===== config.mk =====
export PLATFORM = sky130hd
export DESIGN_NAME = pwm_cfg_scheduler_flat
export DESIGN_NICKNAME = d
export VERILOG_FILES = /design/src/rtl/pwm_cfg_scheduler_if.sv /design/src/rtl/pwm_cfg_scheduler.sv /design/src/flat_wrapper.sv
export SDC_FILE = /design/constraint.sdc
export NUM_CORES = 1
export LEC_CHECK = 0
export CAP_MARGIN = 20
export CORE_MARGIN = 2
export CORE_UTILIZATION = 53
export DETAILED_ROUTE_END_ITERATION = 6
export PLACE_DENSITY = 0.86
export SLEW_MARGIN = 20
export SYNTH_ARGS = -nofsm -noshare
export SYNTH_HDL_FRONTEND = slang
export SYNTH_SLANG_ARGS = --single-unit

===== constraint.sdc =====
create_clock -name clk -period 5.1 [get_ports clk]
set_clock_uncertainty 0.05 [all_clocks]
set_input_delay 0.765 -clock clk [delete_from_list [all_inputs] [get_ports clk]]
set_output_delay 0.765 -clock clk [all_outputs]
set_load 0.005 [all_outputs]

===== src/rtl/pwm_cfg_scheduler_if.sv =====
// rtl/pwm_cfg_scheduler_if.sv - config, period and applied-output bundle for pwm_cfg_scheduler
interface pwm_cfg_scheduler_if #(
    parameter int DW = 10
);
    logic          cfg_toggle;
    logic          cfg_en_pwm;
    logic          cfg_mode_manual;
    logic [DW-1:0] cfg_duty_high;
    logic [DW-1:0] cfg_duty_low;
    logic [DW-1:0] cfg_freq;
    logic          period_end;
    logic [DW-1:0] auto_duty;
    logic          act_en;
    logic [DW-1:0] act_freq;
    logic [DW-1:0] act_duty;
    logic          cfg_pending;
    logic          cfg_err;
    logic [1:0]    state;

    modport master (
        output cfg_toggle, cfg_en_pwm, cfg_mode_manual, cfg_duty_high, cfg_duty_low,
               cfg_freq, period_end, auto_duty,
        input  act_en, act_freq, act_duty, cfg_pending, cfg_err, state
    );

    modport slave (
        input  cfg_toggle, cfg_en_pwm, cfg_mode_manual, cfg_duty_high, cfg_duty_low,
               cfg_freq, period_end, auto_duty,
        output act_en, act_freq, act_duty, cfg_pending, cfg_err, state
    );
endinterface


===== src/rtl/pwm_cfg_scheduler.sv =====
// rtl/pwm_cfg_scheduler.sv - CDC capture, validation and period-aligned soft-start/stop of PWM config
module pwm_cfg_scheduler #(
    parameter int DW           = 10,
    parameter int RAMP_STEP    = 4,
    parameter int SYNC_STAGES  = 2,
    parameter int DEFAULT_FREQ = 500
) (
    input  logic                clk,
    input  logic                rst,
    pwm_cfg_scheduler_if.slave  bus
);
    localparam logic [DW:0]   STEP_W   = (DW+1)'(RAMP_STEP);
    localparam logic [DW-1:0] STEP_N   = DW'(RAMP_STEP);
    localparam logic [DW-1:0] FREQ_RST = DW'(DEFAULT_FREQ);

    typedef enum logic [1:0] {IDLE = 2'b00, RAMP = 2'b01, RUN = 2'b10, STOP = 2'b11} state_t;

    logic [SYNC_STAGES-1:0] sync_q;
    logic                   sync_prev;
    logic                   capture;
    logic                   cfg_valid;

    logic          stg_en, stg_manual;
    logic [DW-1:0] stg_dh, stg_dl, stg_freq;
    logic          cur_en, cur_manual;
    logic [DW-1:0] cur_dh, cur_dl, cur_freq;
    logic          pending_q, err_q;

    logic          apply;
    logic          eff_en, eff_manual;
    logic [DW-1:0] eff_dh, eff_dl, eff_freq;
    logic [DW-1:0] target, duty_max, up_next, dn_next, hold_next;
    logic [DW:0]   up_sum;

    state_t        st;
    logic          en_q;
    logic [DW-1:0] duty_q;

    // Toggle edge marks a finished register write; config fields are quasi-static by then.
    always_comb begin
        capture   = sync_q[SYNC_STAGES-1] ^ sync_prev;
        cfg_valid = (bus.cfg_freq >= DW'(2)) &&
                    (bus.cfg_duty_low <= bus.cfg_duty_high) &&
                    (bus.cfg_duty_high < bus.cfg_freq);
        apply     = bus.period_end && pending_q;
    end

    // The FSM sees the config that is active after this edge, so an applied enable acts at once.
    always_comb begin
        eff_en     = apply ? stg_en     : cur_en;
        eff_manual = apply ? stg_manual : cur_manual;
        eff_dh     = apply ? stg_dh     : cur_dh;
        eff_dl     = apply ? stg_dl     : cur_dl;
        eff_freq   = apply ? stg_freq   : cur_freq;
        if (eff_manual)
            target = eff_dh;
        else if (bus.auto_duty < eff_dl)
            target = eff_dl;
        else if (bus.auto_duty > eff_dh)
            target = eff_dh;
        else
            target = bus.auto_duty;
        duty_max  = eff_freq - DW'(1);
        up_sum    = {1'b0, duty_q} + STEP_W;
        up_next   = (up_sum > {1'b0, target}) ? target : up_sum[DW-1:0];
        dn_next   = (duty_q >= STEP_N) ? (duty_q - STEP_N) : '0;
        if (dn_next > duty_max)
            dn_next = duty_max;
        hold_next = (duty_q > duty_max) ? duty_max : duty_q;
    end

    // Multi-flop synchronizer for the SCK-domain toggle plus one flop for edge detection.
    always_ff @(posedge clk) begin
        if (!rst) begin
            sync_q    <= '0;
            sync_prev <= 1'b0;
        end else begin
            sync_q    <= {sync_q[SYNC_STAGES-2:0], bus.cfg_toggle};
            sync_prev <= sync_q[SYNC_STAGES-1];
        end
    end

    // Staging and active config; a capture coinciding with apply stays pending for the next period.
    always_ff @(posedge clk) begin
        if (!rst) begin
            stg_en     <= 1'b0;
            stg_manual <= 1'b0;
            stg_dh     <= '0;
            stg_dl     <= '0;
            stg_freq   <= '0;
            cur_en     <= 1'b0;
            cur_manual <= 1'b0;
            cur_dh     <= '0;
            cur_dl     <= '0;
            cur_freq   <= FREQ_RST;
            pending_q  <= 1'b0;
            err_q      <= 1'b0;
        end else begin
            if (apply) begin
                cur_en     <= stg_en;
                cur_manual <= stg_manual;
                cur_dh     <= stg_dh;
                cur_dl     <= stg_dl;
                cur_freq   <= stg_freq;
                pending_q  <= 1'b0;
            end
            if (capture) begin
                if (cfg_valid) begin
                    stg_en     <= bus.cfg_en_pwm;
                    stg_manual <= bus.cfg_mode_manual;
                    stg_dh     <= bus.cfg_duty_high;
                    stg_dl     <= bus.cfg_duty_low;
                    stg_freq   <= bus.cfg_freq;
                    pending_q  <= 1'b1;
                    err_q      <= 1'b0;
                end else begin
                    err_q      <= 1'b1;
                end
            end
        end
    end

    // Soft-start/stop sequencer; duty only moves on period_end, enable follows state entry/exit.
    always_ff @(posedge clk) begin
        if (!rst) begin
            st     <= IDLE;
            en_q   <= 1'b0;
            duty_q <= '0;
        end else begin
            case (st)
                IDLE: begin
                    duty_q <= '0;
                    if (eff_en) begin
                        st   <= RAMP;
                        en_q <= 1'b1;
                    end
                end
                RAMP: begin
                    if (!eff_en) begin
                        st <= STOP;
                        if (bus.period_end) duty_q <= hold_next;
                    end else if (bus.period_end) begin
                        duty_q <= up_next;
                        if (up_next == target) st <= RUN;
                    end
                end
                RUN: begin
                    if (!eff_en) begin
                        st <= STOP;
                        if (bus.period_end) duty_q <= hold_next;
                    end else if (bus.period_end) begin
                        duty_q <= target;
                    end
                end
                STOP: begin
                    if (eff_en) begin
                        st <= RAMP;
                    end else if (bus.period_end) begin
                        duty_q <= dn_next;
                        if (dn_next == '0) begin
                            st   <= IDLE;
                            en_q <= 1'b0;
                        end
                    end
                end
                default: st <= IDLE;
            endcase
        end
    end

    assign bus.act_en      = en_q;
    assign bus.act_freq    = cur_freq;
    assign bus.act_duty    = duty_q;
    assign bus.cfg_pending = pending_q;
    assign bus.cfg_err     = err_q;
    assign bus.state       = st;
endmodule


===== src/flat_wrapper.sv =====
// flat-port wrapper written by rule: the top's interface ports become plain ports
module pwm_cfg_scheduler_flat 
#(
    parameter int DW           = 10,
    parameter int RAMP_STEP    = 4,
    parameter int SYNC_STAGES  = 2,
    parameter int DEFAULT_FREQ = 500
)
  (clk, rst, bus_cfg_toggle, bus_cfg_en_pwm, bus_cfg_mode_manual, bus_cfg_duty_high, bus_cfg_duty_low, bus_cfg_freq, bus_period_end, bus_auto_duty, bus_act_en, bus_act_freq, bus_act_duty, bus_cfg_pending, bus_cfg_err, bus_state);
  pwm_cfg_scheduler_if #(.DW(DW)) bus_i ();
  input  logic clk;
  input  logic rst;
  input wire logic [$bits(bus_i.cfg_toggle)-1:0] bus_cfg_toggle;
  input wire logic [$bits(bus_i.cfg_en_pwm)-1:0] bus_cfg_en_pwm;
  input wire logic [$bits(bus_i.cfg_mode_manual)-1:0] bus_cfg_mode_manual;
  input wire logic [$bits(bus_i.cfg_duty_high)-1:0] bus_cfg_duty_high;
  input wire logic [$bits(bus_i.cfg_duty_low)-1:0] bus_cfg_duty_low;
  input wire logic [$bits(bus_i.cfg_freq)-1:0] bus_cfg_freq;
  input wire logic [$bits(bus_i.period_end)-1:0] bus_period_end;
  input wire logic [$bits(bus_i.auto_duty)-1:0] bus_auto_duty;
  output wire logic [$bits(bus_i.act_en)-1:0] bus_act_en;
  output wire logic [$bits(bus_i.act_freq)-1:0] bus_act_freq;
  output wire logic [$bits(bus_i.act_duty)-1:0] bus_act_duty;
  output wire logic [$bits(bus_i.cfg_pending)-1:0] bus_cfg_pending;
  output wire logic [$bits(bus_i.cfg_err)-1:0] bus_cfg_err;
  output wire logic [$bits(bus_i.state)-1:0] bus_state;
  assign bus_i.cfg_toggle = bus_cfg_toggle;
  assign bus_i.cfg_en_pwm = bus_cfg_en_pwm;
  assign bus_i.cfg_mode_manual = bus_cfg_mode_manual;
  assign bus_i.cfg_duty_high = bus_cfg_duty_high;
  assign bus_i.cfg_duty_low = bus_cfg_duty_low;
  assign bus_i.cfg_freq = bus_cfg_freq;
  assign bus_i.period_end = bus_period_end;
  assign bus_i.auto_duty = bus_auto_duty;
  assign bus_act_en = bus_i.act_en;
  assign bus_act_freq = bus_i.act_freq;
  assign bus_act_duty = bus_i.act_duty;
  assign bus_cfg_pending = bus_i.cfg_pending;
  assign bus_cfg_err = bus_i.cfg_err;
  assign bus_state = bus_i.state;
  pwm_cfg_scheduler #(.DW(DW), .RAMP_STEP(RAMP_STEP), .SYNC_STAGES(SYNC_STAGES), .DEFAULT_FREQ(DEFAULT_FREQ)) u_core (.clk(clk), .rst(rst), .bus(bus_i));
endmodule

## Word-level counts from Yosys, hierarchy flattened

Index checks and enable logic that the tools add are counted.

- Register bits: 82
- Input port bits: 46
- Output and inout port bits: 25
- Word-level logic and storage cells: 92

- Add/sub/neg operators: 3
- $lt $le $gt $ge: 9
- Equality and inequality tests: 14
- Multiplexer cells: 38
- Bitwise gates (word level): 1
- Reduce and logical (&&, ||, !) cells: 10

Operators by type and width:

| cell | count |
|---|---|
| $mux 10 | 17 |
| $pmux 10 s4 | 1 |
| $gt 10x10->1 | 3 |
| $lt 10x10->1 | 2 |
| $mux 2 | 8 |
| $add 10x3->11 const B | 1 |
| $gt 11x10->1 | 1 |
| $eq 10x10->1 | 1 |
| $ge 10x2->1 const B | 1 |
| $ge 10x3->1 const B | 1 |
| $le 10x10->1 | 1 |
| $logic_not 10->1 | 1 |
| $mux 1 | 10 |
| $sub 10x1->10 const B | 1 |
| $sub 10x3->10 const B | 1 |
| $ne 3x3->1 const B | 3 |
| $pmux 2 s4 | 1 |
| $ne 2x2->1 const B | 3 |
| $reduce_and 6->1 | 1 |
| $reduce_and 5->1 | 1 |
| $eq 2x2->1 const B | 2 |
| $ne 2x1->1 const B | 2 |
| $reduce_and 4->1 | 1 |
| $logic_and 1x1->1 | 3 |
| other kinds (8) | 8 |

## Depth between registers and ports, before layout

- Word-level depth: 13
- Mapped depth: 27
- Mapped depth without buffers: 21

## Worst setup path before layout

No wires, ideal clock.

- Kind: input to register
- From: in bus_period_end
- To: reg u_core.duty_q[1], in the netlist u_core.bus.act_duty[1]
- Library setup time: 0.126 ns
- Arrival time: 5.387 ns
- Data required time: 4.924 ns
- Path slack: -0.463 ns
- Cell stages on the path: 25
- Buffers on the path: 6
- Cell sequence: buf_6 nand2_2 buf_6 buf_4 buf_2 mux2i_1 ha_1 a211oi_1 nand3b_1 a211oi_1 buf_2 nor4_1 mux2_2 or2_2 ha_1 a21o_1 a21oi_1 nand2_1 o21ai_0 and2_1 clkbuf_1 o21ai_0 a22o_1 a22oi_1 o21ai_0

- Word-level cells in the longest chain between the ends: 11
- Elaborated cells between the ends (all ways): 31
- Those cells by class: add/sub (1); order compare (5); eq/ne (4); mux (19); reduce/logical (2)

RTL lines:

| item | RTL line | text |
|---|---|---|
| start, declared | flat_wrapper.sv:19 | `input wire logic [$bits(bus_i.period_end)-1:0] bus_period_end;` |
| $logic_and 1x1->1 | pwm_cfg_scheduler.sv:45 | `apply = bus.period_end && pending_q;` |
| $mux 10 | pwm_cfg_scheduler.sv:52 | `eff_dh = apply ? stg_dh : cur_dh;` |
| $gt 10x10->1 | pwm_cfg_scheduler.sv:59 | `else if (bus.auto_duty > eff_dh)` |
| $mux 10 | pwm_cfg_scheduler.sv:59 |  |
| $mux 10 | pwm_cfg_scheduler.sv:57 | `else if (bus.auto_duty < eff_dl)` |
| $mux 10 | pwm_cfg_scheduler.sv:55 | `if (eff_manual)` |
| $gt 11x10->1 | pwm_cfg_scheduler.sv:65 | `up_next = (up_sum > {1'b0, target}) ? target : up_sum[DW-1:0];` |
| $mux 10 | pwm_cfg_scheduler.sv:65 |  |
| $mux 10 | pwm_cfg_scheduler.sv:142 | `end else if (bus.period_end) begin` |
| $mux 10 | pwm_cfg_scheduler.sv:139 | `if (!eff_en) begin` |
| $pmux 10 s4 | pwm_cfg_scheduler.sv:130 | `case (st)` |
| end signal, assigned | pwm_cfg_scheduler.sv:141 | `if (bus.period_end) duty_q <= hold_next;` |
| end signal, assigned | pwm_cfg_scheduler.sv:143 | `duty_q <= up_next;` |
| end signal, assigned | pwm_cfg_scheduler.sv:150 | `if (bus.period_end) duty_q <= hold_next;` |
| end, declared | pwm_cfg_scheduler.sv:37 | `logic [DW-1:0] duty_q;` |

Parallel ways exist; a longest one is shown, timed or not. The select of a mux whose other input is x is not followed.
A chain may end at the register's enable or synchronous reset.

## Worst setup path after layout

- From: in bus_auto_duty[9]
- To: reg u_core.duty_q[7], in the netlist u_core.bus.act_duty[7]

- Word-level cells in the longest chain between the ends: 9
- Elaborated cells between the ends (all ways): 12
- Those cells by class: order compare (3); mux (9)

RTL lines:

| item | RTL line | text |
|---|---|---|
| start, declared | flat_wrapper.sv:20 | `input wire logic [$bits(bus_i.auto_duty)-1:0] bus_auto_duty;` |
| $gt 10x10->1 | pwm_cfg_scheduler.sv:59 |  |
| $mux 10 | pwm_cfg_scheduler.sv:59 |  |
| $mux 10 (*) | pwm_cfg_scheduler.sv:57 |  |
| $mux 10 (*) | pwm_cfg_scheduler.sv:55 |  |
| $gt 11x10->1 | pwm_cfg_scheduler.sv:65 |  |
| $mux 10 | pwm_cfg_scheduler.sv:65 |  |
| $mux 10 | pwm_cfg_scheduler.sv:142 |  |
| $mux 10 | pwm_cfg_scheduler.sv:139 |  |
| $pmux 10 s4 (*) | pwm_cfg_scheduler.sv:130 |  |

Every way passes the cells marked *; elsewhere a longest branch is shown, timed or not. The select of a mux whose other input is x is not followed.

==> metrics.txt <==
crit path max fanout 5; largest net degree at the start of global routing 70; hpwl dp approximately 16 mm; design area a little over 0.009 mm^2; total track usage 0.3052; Die ar. 0.01421 mm^2; Die X 119.2 um; failing checks design-rule violations; DP Area between 0.008 and 0.009 mm^2; register area 0.001642 mm^2; drt wl/cell 18.40 um; final std cells w/o fill 1,216; Antenna Nets Post-Route 0; initial antenna violation count 0; Nets 1,155; Leakage 4.058 nW; layout cells sized above 1 0.1654; Cell variety after synth 69; most frequent cells in the layout nand2_1 (137), buf_4 (97), dfxtp_1 (82), ha_1 (71), mux2i_1 (70); Hold Slack 389.7 ps; Reg2Reg Setup Slack 280 ps; Port Buffers 70; Fill cells between 900 and 1,000; total number of vias 7,554; Die Y about 120 um; Detailed Route Iter0 Violations 844; setup TNS 0 ps; CP required 5330 ps; Syn Nets approximately 1,000; Critical Path AT 5260 ps; Avg Vias per Cell around 6.2; number of global-route vias before repair approximately 7,200; ANT cells 0; Mapped Cells between 800 and 900; f_max 198.9 MHz; Seq/Total Area, Yosys 0.2334; GPL Wtd Cong 0.9776; most common cell after layout, fill and taps aside nand2_1; top post-synthesis cells by area dfxtp_1 (23%), ha_1 (13%), mux2i_1 (11%), nand2_1 (7.4%), o21ai_0 (3.4%); Worst Tran Pin Value 622.5 ps; Post-synth EDFFs 0; Hold WC Path Type reg -> reg; multi-input logic area 0.005152 mm^2; first-pass GRT wire length ~35 mm; Skew-Pair Late Insertion Delay 360 ps; fin. max-slew vios 0; Tmin final 5028 ps; Max-slew headroom 0.5850; Power per Cell Area 210.9 mW/mm^2; Syn. warnings 0; async set-reset flop share out of synthesis 0; Clock Pin Slew Worst Setup and Hold Paths 60 ps; Mapped Area 0.007033 mm^2; FP Rows between 40 and 50; clk sinks 82; CTS Buffer Depth 2; CTS tree yes; Core Area 0.01309 mm^2; status finished, violations left; Post-Place Cells about 1,200; gr ovfl total 0; total CTS buffers 9; Yosys reg bits 82; Final Hold Vio Count 0; DR DRC count 2; maxcap violations 0; TritonRoute pass-1 iters 7; Post-Route WL 22.38 mm; initial core utilization 0.5375; CTS root buf clkbuf_16; critical path capture point type register; Worst Setup Start Kind input port; Synth Flop Type dfxtp_1; Syn-to-layout area delta 28.62%; top cell type's share of synthesized area 0.2334; setup violators final 0; final worst path period share 0.9859; CTS H-tree lvls 3; leading area contributor after synthesis dfxtp_1; I/O pin count 71; Worst VDD drop roughly 0.00021 V; Crit Path Category in -> reg; Syn Area/Cell roughly 7.8 um^2
==> routing by layer <==
metal  track usage  part of all wire  routed length, um  up-vias
met5             0                 0                  0        -
met4        0.1161             0.038                861        0
met3       0.04119             0.093               2087       90
met2        0.5158              0.47              10480      452
met1        0.3950              0.40               8948     3538
li1              -                 -                  -     3474
==> stage by stage <==
step | power (mW) | util | setup WS (ps)
CTS | 1.866 | 0.6763 | 107.4
global placement | 1.199 | 0.6497 | -364.4
finish | 1.908 | 0.6913 | 72.16
detailed placement | 1.215 | 0.6497 | -582.8
floorplan | 1.010 | - | 9.069
global route | 1.981 | 0.6913 | -113.9
==> final cells by class <==
cell class | instances | area share
Multi-Input combinational cell | 716 | 0.5696
Sequential cell | 82 | 0.1815
Timing Repair Buffer | 176 | 0.1714
Clock buffer | 10 | 0.02642
Tap cell | 176 | 0.02434
Inverter | 50 | 0.02075
Clock inverter | 6 | 0.006086
==> registers in the layout, summed over array words and instances (netlist names) <==
register / flops
u_core.bus.act_duty: 10
u_core.bus.cfg_err: 1
u_core.sync_prev: 1
u_core.bus.state: 2
u_core.cur_dh: 10
u_core.stg_dh: 10
u_core.cur_manual: 1
u_core.cur_dl: 10
u_core.bus.act_en: 1
u_core.stg_en: 1
u_core.bus.cfg_pending: 1
u_core.stg_manual: 1
u_core.sync_q: 2
u_core.stg_dl: 10
u_core.cur_en: 1
u_core.bus.act_freq: 10
u_core.stg_freq: 10
==> path summary, 6_finish.rpt <==
check | from | end | cells after the start
worst max-delay path | bus_auto_duty[9] | u_core.bus.act_duty[7]$_SDFFE_PN0P_ | 22
worst min-delay path | u_core.sync_q[0]$_SDFF_PN0_ | u_core.sync_q[1]$_SDFF_PN0_ | 1
worst max register to register | u_core.bus.cfg_pending$_SDFF_PN0_ | u_core.bus.act_duty[7]$_SDFFE_PN0P_ | 23
worst min register to register | u_core.sync_q[0]$_SDFF_PN0_ | u_core.sync_q[1]$_SDFF_PN0_ | 1
==> power by group <==
part	internal [mW]	switching, mW
clock network	0.355	0.296
logic	0.265	0.308
registers	0.659	0.0251
==> logic make-up after synthesis <==
kind of cell	Yosys count	synth area share
buf+inv	101	0.06351
simple gates	342	0.2380
mux	89	0.1292
compound gates	189	0.1768
xor+xnor	22	0.02740
flops	82	0.2334
fa+ha+maj	74	0.1316
==> critical path, stage by stage <==
cell             delay, ps
clkdlybuf4s50_1        480
buf_4                  190
ha_1                   250
a211oi_4               290
nand3b_1               170
a211o_1                370
and3_1                 200
mux2_4                 280
or2_2                  320
ha_1                   290
nand3_1                 80
o21bai_1               170
a21oi_1                190
o21ai_2                110
buf_4                  140
buf_4                  120
buf_4                  120
a21oi_1                150
o21bai_1               110
a32oi_1                240
o21ai_1                 90
a21boi_1               130
==> cells in the mapped netlist (all sizes together) (8+ instances only) <==
library cell,n
o21ai,52
nor4,9
nor2,45
ha,74
nand4,10
nor2b,28
clkbuf,35
nand3,23
a21o,18
a21oi,34
nor3,27
dfxtp,82
a22oi,11
a31oi,10
nand2,139
inv,49
mux2i,81
mux2,8
a211oi,12
and3,9
xnor2,15
buf,16
and2,19
==> timing repair <==
| item | CTS | global route |
|---|---|---|
| pin swaps | 9 | 14 |
| setup buffers | 2 | 5 |
| hold endpoints to repair | 0 | 0 |
| resized for setup | 14 | 34 |
| setup endpoints to repair | 13 | 13 |
| hold buffers | 0 | 0 |
| gates cloned | 0 | 0 |
(Power assumes the default switching activity.)
